### src/rtl/pipe_pkg.sv
// Shared definitions for the issue controller: func encodings, source-use
// lookup, the 24-bit instruction layout and the issue FSM state encoding.
package pipe_pkg;

   localparam logic [3:0] FN_ADD = 4'd0;
   localparam logic [3:0] FN_SUB = 4'd1;
   localparam logic [3:0] FN_AND = 4'd2;
   localparam logic [3:0] FN_INC = 4'd3;
   localparam logic [3:0] FN_ST  = 4'd4;
   localparam logic [3:0] FN_OR  = 4'd5;
   localparam logic [3:0] FN_XOR = 4'd6;
   localparam logic [3:0] FN_SLT = 4'd7;
   localparam logic [3:0] FN_NOT = 4'd8;
   localparam logic [3:0] FN_NEG = 4'd9;
   localparam logic [3:0] FN_SHR = 4'd10;
   localparam logic [3:0] FN_SHL = 4'd11;
   localparam logic [3:0] FN_MAX = 4'd12;

   typedef struct packed {
      logic [3:0] rs1;
      logic [3:0] rs2;
      logic [3:0] rd;
      logic [3:0] func;
      logic [7:0] addr;
   } instr_t;

   typedef enum logic [1:0] {
      ST_IDLE,
      ST_PAUSE,
      ST_STALL,
      ST_ISSUE
   } state_t;

   // Returns {reads_rs1, reads_rs2} for a func code.
   function automatic logic [1:0] src_use(input logic [3:0] func);
      logic [1:0] use_v;
      case (func)
         FN_INC, FN_NOT, FN_SHR, FN_SHL: use_v = 2'b10;
         FN_ST, FN_NEG:                  use_v = 2'b01;
         default:                        use_v = 2'b11;
      endcase
      return use_v;
   endfunction

endpackage

### src/rtl/issue_fifo.sv
// Generic DEPTH-entry synchronous FIFO; registered storage, head visible the cycle after push.
// Push is ignored when full and pop when empty; o_full is the producer's backpressure.
module issue_fifo #(
   parameter int DEPTH = 4,
   parameter int W     = 24
) (
   input  logic         i_clk,
   input  logic         i_rst_n,
   input  logic         i_push,
   input  logic [W-1:0] i_dat,
   input  logic         i_pop,
   output logic [W-1:0] o_dat,
   output logic         o_full,
   output logic         o_empty
);

   localparam int AW = $clog2(DEPTH);

   logic [AW:0]  r_wr_ptr;
   logic [AW:0]  r_rd_ptr;
   logic [W-1:0] r_mem [DEPTH];
   logic         w_push;
   logic         w_pop;

   // Extra pointer MSB separates full from empty when the index bits match.
   assign o_full  = (r_wr_ptr[AW] != r_rd_ptr[AW]) &&
                    (r_wr_ptr[AW-1:0] == r_rd_ptr[AW-1:0]);
   assign o_empty = (r_wr_ptr == r_rd_ptr);
   assign o_dat   = r_mem[r_rd_ptr[AW-1:0]];
   assign w_push  = i_push & ~o_full;
   assign w_pop   = i_pop & ~o_empty;

   always_ff @(posedge i_clk or negedge i_rst_n) begin
      if (!i_rst_n) begin
         r_wr_ptr <= '0;
         r_rd_ptr <= '0;
      end else begin
         if (w_push) r_wr_ptr <= r_wr_ptr + (AW+1)'(1);
         if (w_pop)  r_rd_ptr <= r_rd_ptr + (AW+1)'(1);
      end
   end

   always_ff @(posedge i_clk) begin
      if (w_push) r_mem[r_wr_ptr[AW-1:0]] <= i_dat;
   end

endmodule

### src/rtl/pipe_issue_ctrl.sv
// Issue controller: FIFO-buffered instructions issued one per cycle with RAW stalls,
// registered issue strobe one cycle after the pop decision; in_ready drops when the FIFO is full.
module pipe_issue_ctrl
   import pipe_pkg::*;
#(
   parameter int DEPTH  = 4,
   parameter int WB_LAT = 2,
   parameter int CNT_W  = 16
) (
   input  logic             CLK,
   input  logic             RST_N,
   input  logic             in_valid,
   output logic             in_ready,
   input  logic [3:0]       in_rs1,
   input  logic [3:0]       in_rs2,
   input  logic [3:0]       in_rd,
   input  logic [3:0]       in_func,
   input  logic [7:0]       in_addr,
   input  logic             en,
   output logic             iss_valid,
   output logic [3:0]       iss_rs1,
   output logic [3:0]       iss_rs2,
   output logic [3:0]       iss_rd,
   output logic [3:0]       iss_func,
   output logic [7:0]       iss_addr,
   output logic             busy,
   output logic             err_func,
   output logic [CNT_W-1:0] issue_cnt,
   output logic [CNT_W-1:0] stall_cnt
);

   instr_t      w_in;
   instr_t      w_head;
   logic        w_full;
   logic        w_empty;
   logic        w_push;
   logic [1:0]  w_use;
   logic        w_hazard;
   state_t      w_state;
   logic        w_pop;
   logic        w_issue;
   logic        w_drop;
   logic        w_stall;

   state_t      r_state;
   logic [WB_LAT-1:0] r_sb_v;
   logic [3:0]  r_sb_rd [WB_LAT];

   assign w_in     = '{rs1: in_rs1, rs2: in_rs2, rd: in_rd, func: in_func, addr: in_addr};
   assign in_ready = ~w_full;
   assign w_push   = in_valid & ~w_full;
   assign busy     = ~w_empty | (|r_sb_v);

   issue_fifo #(
      .DEPTH (DEPTH),
      .W     ($bits(instr_t))
   ) u_fifo (
      .i_clk   (CLK),
      .i_rst_n (RST_N),
      .i_push  (w_push),
      .i_dat   (w_in),
      .i_pop   (w_pop),
      .o_dat   (w_head),
      .o_full  (w_full),
      .o_empty (w_empty)
   );

   always_comb begin
      w_use    = src_use(w_head.func);
      w_hazard = 1'b0;
      for (int k = 0; k < WB_LAT; k++) begin
         if (r_sb_v[k] &&
             ((w_use[1] && (w_head.rs1 == r_sb_rd[k])) ||
              (w_use[0] && (w_head.rs2 == r_sb_rd[k]))))
            w_hazard = 1'b1;
      end
   end

   // Pause outranks the illegal-func drop, which outranks the hazard check.
   always_comb begin
      w_state = ST_IDLE;
      w_pop   = 1'b0;
      w_issue = 1'b0;
      w_drop  = 1'b0;
      w_stall = 1'b0;
      if (!w_empty) begin
         if (!en) begin
            w_state = ST_PAUSE;
         end else if (w_head.func >= FN_MAX) begin
            w_state = ST_ISSUE;
            w_pop   = 1'b1;
            w_drop  = 1'b1;
         end else if (w_hazard) begin
            w_state = ST_STALL;
            w_stall = 1'b1;
         end else begin
            w_state = ST_ISSUE;
            w_pop   = 1'b1;
            w_issue = 1'b1;
         end
      end
   end

   always_ff @(posedge CLK or negedge RST_N) begin
      if (!RST_N) begin
         r_state   <= ST_IDLE;
         iss_valid <= 1'b0;
         iss_rs1   <= '0;
         iss_rs2   <= '0;
         iss_rd    <= '0;
         iss_func  <= '0;
         iss_addr  <= '0;
         err_func  <= 1'b0;
         issue_cnt <= '0;
         stall_cnt <= '0;
         r_sb_v    <= '0;
         for (int k = 0; k < WB_LAT; k++) r_sb_rd[k] <= '0;
      end else begin
         r_state   <= w_state;
         iss_valid <= w_issue;
         if (w_issue) begin
            iss_rs1   <= w_head.rs1;
            iss_rs2   <= w_head.rs2;
            iss_rd    <= w_head.rd;
            iss_func  <= w_head.func;
            iss_addr  <= w_head.addr;
            issue_cnt <= issue_cnt + CNT_W'(1);
         end
         if (w_drop) err_func <= 1'b1;
         if (w_stall && (stall_cnt != '1)) stall_cnt <= stall_cnt + CNT_W'(1);
         // sb[k] tracks the issue made k+1 cycles ago; the oldest falls off the end.
         for (int k = WB_LAT - 1; k > 0; k--) begin
            r_sb_v[k]  <= r_sb_v[k-1];
            r_sb_rd[k] <= r_sb_rd[k-1];
         end
         r_sb_v[0]  <= w_issue;
         r_sb_rd[0] <= w_head.rd;
      end
   end

   a_strobe_only_from_issue: assert property (
      @(posedge CLK) disable iff (!RST_N) (r_state != ST_ISSUE) |-> !iss_valid);

endmodule

### config.mk
export PLATFORM = sky130hd
export DESIGN_NAME = pipe_issue_ctrl
export DESIGN_NICKNAME = d
export VERILOG_FILES = /design/src/rtl/pipe_pkg.sv /design/src/rtl/issue_fifo.sv /design/src/rtl/pipe_issue_ctrl.sv
export SDC_FILE = /design/constraint.sdc
export NUM_CORES = 1
export LEC_CHECK = 0
export CORE_ASPECT_RATIO = 0.6
export CORE_MARGIN = 2
export CORE_UTILIZATION = 30
export DETAILED_ROUTE_END_ITERATION = 6
export MAX_ROUTING_LAYER = met4
export PLACE_DENSITY = 0.54
export SLEW_MARGIN = 10
export SYNTH_ARGS = -nofsm -noshare
export SYNTH_HDL_FRONTEND = slang
export SYNTH_SLANG_ARGS = --single-unit
### constraint.sdc
create_clock -name CLK -period 2.5 [get_ports CLK]
set_clock_uncertainty 0.2 [all_clocks]
set_input_delay 0.25 -clock CLK [delete_from_list [all_inputs] [get_ports CLK]]
set_output_delay 0.25 -clock CLK [all_outputs]
set_load 0.01 [all_outputs]
==> impl_metrics.tcl <==
set metrics [dict create \
    outcome "finished, violations left" \
    violations "negative setup slack" \
    die_h_um 123 \
    rsz0062_at_grt "yes" \
    crit_required_ns 2.61 \
    peakVddDrop_mv 0.548 \
    synth-seq-cells 169 \
    drc 0 \
    yosys-top-cells-area "edfxtp_1 (41%), dfrtp_1 (26%), mux4_2 (7.7%)" \
    drtPass1Iterations 4 \
    dpl.hpwl_um 10700 \
    vias 4127 \
    maxCapViolCount 0 \
    initial_utilization_pct 30.5 \
    rows 43 \
    regArea_um2 4710 \
    grt_first_pass_wirelength_um 25000 \
    numPortBuffers 87 \
    fin_ws_ns -0.419 \
    clk_pin_slew_ns 0.07 \
    critical_path.startpoint "u_fifo.r_rd_ptr[0]" \
    max_freq_mhz 343 \
    pin_count 88 \
    grt-busiest-layer "met1" \
    synth_area_um2 7050 \
    cpLargestDelayFamily "multiplexers" \
    grt_pass1_vias 4255 \
    endpoint_kind "flop" \
    dp_slack_ns -0.599 \
    die_w_um 202 \
    clock-sinks 169 \
    use_met3_pct 3.66 \
    worstMarginPinSlew_ns 0.701 \
    path_cells "buf_8 -> buf_6 -> mux4_2 -> nor4b_4 -> a21oi_2 -> o211ai_4 -> nand2_4 -> clkbuf_16 -> mux2_4" \
    multiInputGateArea_um2 2510 \
    use_met1_pct 20.1 \
    placed_area_um2 8750 \
    synth_nets 459 \
    cts_tree "done" \
    htree_levels 4 \
    crit_type "reg -> reg" \
    grt_max_degree 52 \
    power_density_nw_per_um2 1270 \
    clk_latency_ns 0.43 \
    timing.final.crit_share_pct 117 \
    min_period_ns 2.92 \
    fillCellCount 2037 \
    synthCells 424 \
    met2_usage_pct 19.8 \
    synth_cell_type_count 43 \
    hold_path_class "in -> async" \
    leakage_nw 3.81 \
    grt_antenna_before_repair 1 \
    max_stage_delay_ns 0.59 \
    place_congestion 0.746 \
    hold_viol 0 \
    cp.buffers_inverters 3 \
    routed_wl_um 16400 \
    ant_nets 0 \
    clk_path_buf_depth 2 \
    regToRegStartpoint "u_fifo.r_rd_ptr[0]" \
    nets 606 \
    cts_buffers 17 \
    avgRoutedWirePerCell_um 18.2 \
    root_buffer "clkbuf_16" \
    yosysSeqAreaShare_pct 66.8 \
    worstPathArrival_ns 3.03 \
    slowest_stage "mux4_2" \
    finalMaxSlewViolations 0 \
    drt-vias-per-instance 4.59 \
    drt_iter0_drc 246 \
    drive_gt1_share_pct 30.5 \
    worstPathMaxFanout 6 \
    synth_top_area_share_pct 40.9 \
    setup_viol 61 \
    fin_util_pct 42.0 \
    yosysWarnings 0 \
    relSlewSlack_pct 53.2 \
    critPathLaunchType "flop" \
    core_um2 23100 \
    post_synth.cell_area_avg_um2 16.6 \
    grt.overflow.total 0 \
    yosys.area.top_type "edfxtp_1" \
    grtUsageTotal_pct 14.2 \
    syn2layout_area_growth_pct 37.6 \
    die-area_um2 24800 \
    finish.instance_area_um2 9700 \
]
## layout by cell type, fill, tap and decap left out, drive strengths merged, types with 5 or more instances in the layout
cell and instances:
nor2 5, clkdlybuf4s50 84, inv 10, edfxtp 96
nand2 9, clkbuf 23, nand3 18, xnor2 33
mux2 25, nand3b 9, mux2i 17, mux4 24
nand4 10, and2 5, buf 59, nor3 10
and3 15, ha 7, dfrtp 73, xor2 16
## cell usage after synthesis
cell type and n:
nand2_1 8, a21o_1 1, nor4_2 2, nand3b_1 9, nand4_1 10, o211ai_4 1
mux2_2 7, xor2_1 16, ha_1 7, nand2_2 1, and2_0 1, o211ai_1 1
nor4bb_1 1, mux2_1 18, nor4b_2 1, a21boi_0 2, o21ai_1 1, and3_1 15
nor3_1 10, nor2_1 5, buf_4 3, and4_1 4, mux4_2 24, mux2i_1 17
buf_6 2, or3_1 1, inv_1 7, clkbuf_1 2, nor4_1 1, dfrtp_1 73
nand3_1 18, edfxtp_1 96, xnor2_1 33, and2_1 4, a21oi_2 1, o21ai_0 1
buf_1 1, o2111ai_1 4, or2_2 1, o31ai_1 1, or3b_2 3, nor2b_1 1
buf_2 9
## kinds of logic after synthesis
logic type               synth area share (%)
multiplexers                             14.1
buffers and inverters                    1.81
AO/OA/AOI/OAI                            1.60
XOR/XNOR                                 6.09
adder cells (fa/ha/maj)                  1.24
AND/OR/NAND/NOR                          8.33
flip-flops                               66.8
## state kept, by name (all words and copies together), names as in the netlist
register	flops
r_sb_v	2
err_func	1
u_fifo.r_wr_ptr	3
iss_rs1	4
r_sb_rd	8
iss_addr	8
stall_cnt	16
iss_rs2	4
iss_rd	4
iss_func	4
u_fifo.r_mem	96
issue_cnt	16
u_fifo.r_rd_ptr	3
## routing by layer
layer  wire length (um)  part of all wire (%)
met1               8090                    49
met2               7210                    44
met3                898                   5.5
met4                197                   1.2
met5                  0                     0
## stage by stage
step	TNS [ns]	total power, mW	hold WS (ns)	cells
finish	-22.25	12.4	0.225	900
global route	-29.25	13.0	0.252	900
CTS	-20.73	12.1	0.233	893
detailed placement	-30.23	8.98	0.170	855
global placement	-30.46	8.89	0.147	855
floorplan	-3.39	6.85	-0.246	424
## path summary, 6_finish.rpt
check,to,slack [ns],cells after the start
min,iss_func[1],0.22,2
max reg2reg,iss_rd[1],-0.42,9
min reg2reg,issue_cnt[15],0.27,1
max,iss_rd[1],-0.42,9
min in group CLK,u_fifo.r_mem[0][18],0.25,1
max in group asynchronous,iss_addr[0],1.22,3
## power breakdown
part | total, mW | internal (mW) | switching, mW | leakage (nW)
logic | 5.50 | 3.03 | 2.47 | 1.74
registers | 4.27 | 3.78 | 0.487 | 1.79
clock network | 2.59 | 1.46 | 1.13 | 0.280
## cell type report
type                       instances  share of cell area [%]
sequential                       169                    48.6
multi-input combinational        231                    25.9
timing repair buffer             145                    15.1
clock buffer                      22                    5.23
tap                              315                    4.06
clock inverter                    10                   0.826
inverter                           7                   0.271
antenna                            1                  0.0258
## timing repair
item | in CTS | in global routing
resized for setup | 30 | 32
cloned | 0 | 1
endpoints found under the hold margin | 49 | 0
buffers inserted | 5 | 5
pin swaps | 3 | 12
hold buffers | 1 | 0
setup endpoints to repair | 62 | 62
No activity file was read; power rests on OpenSTA's default activity.
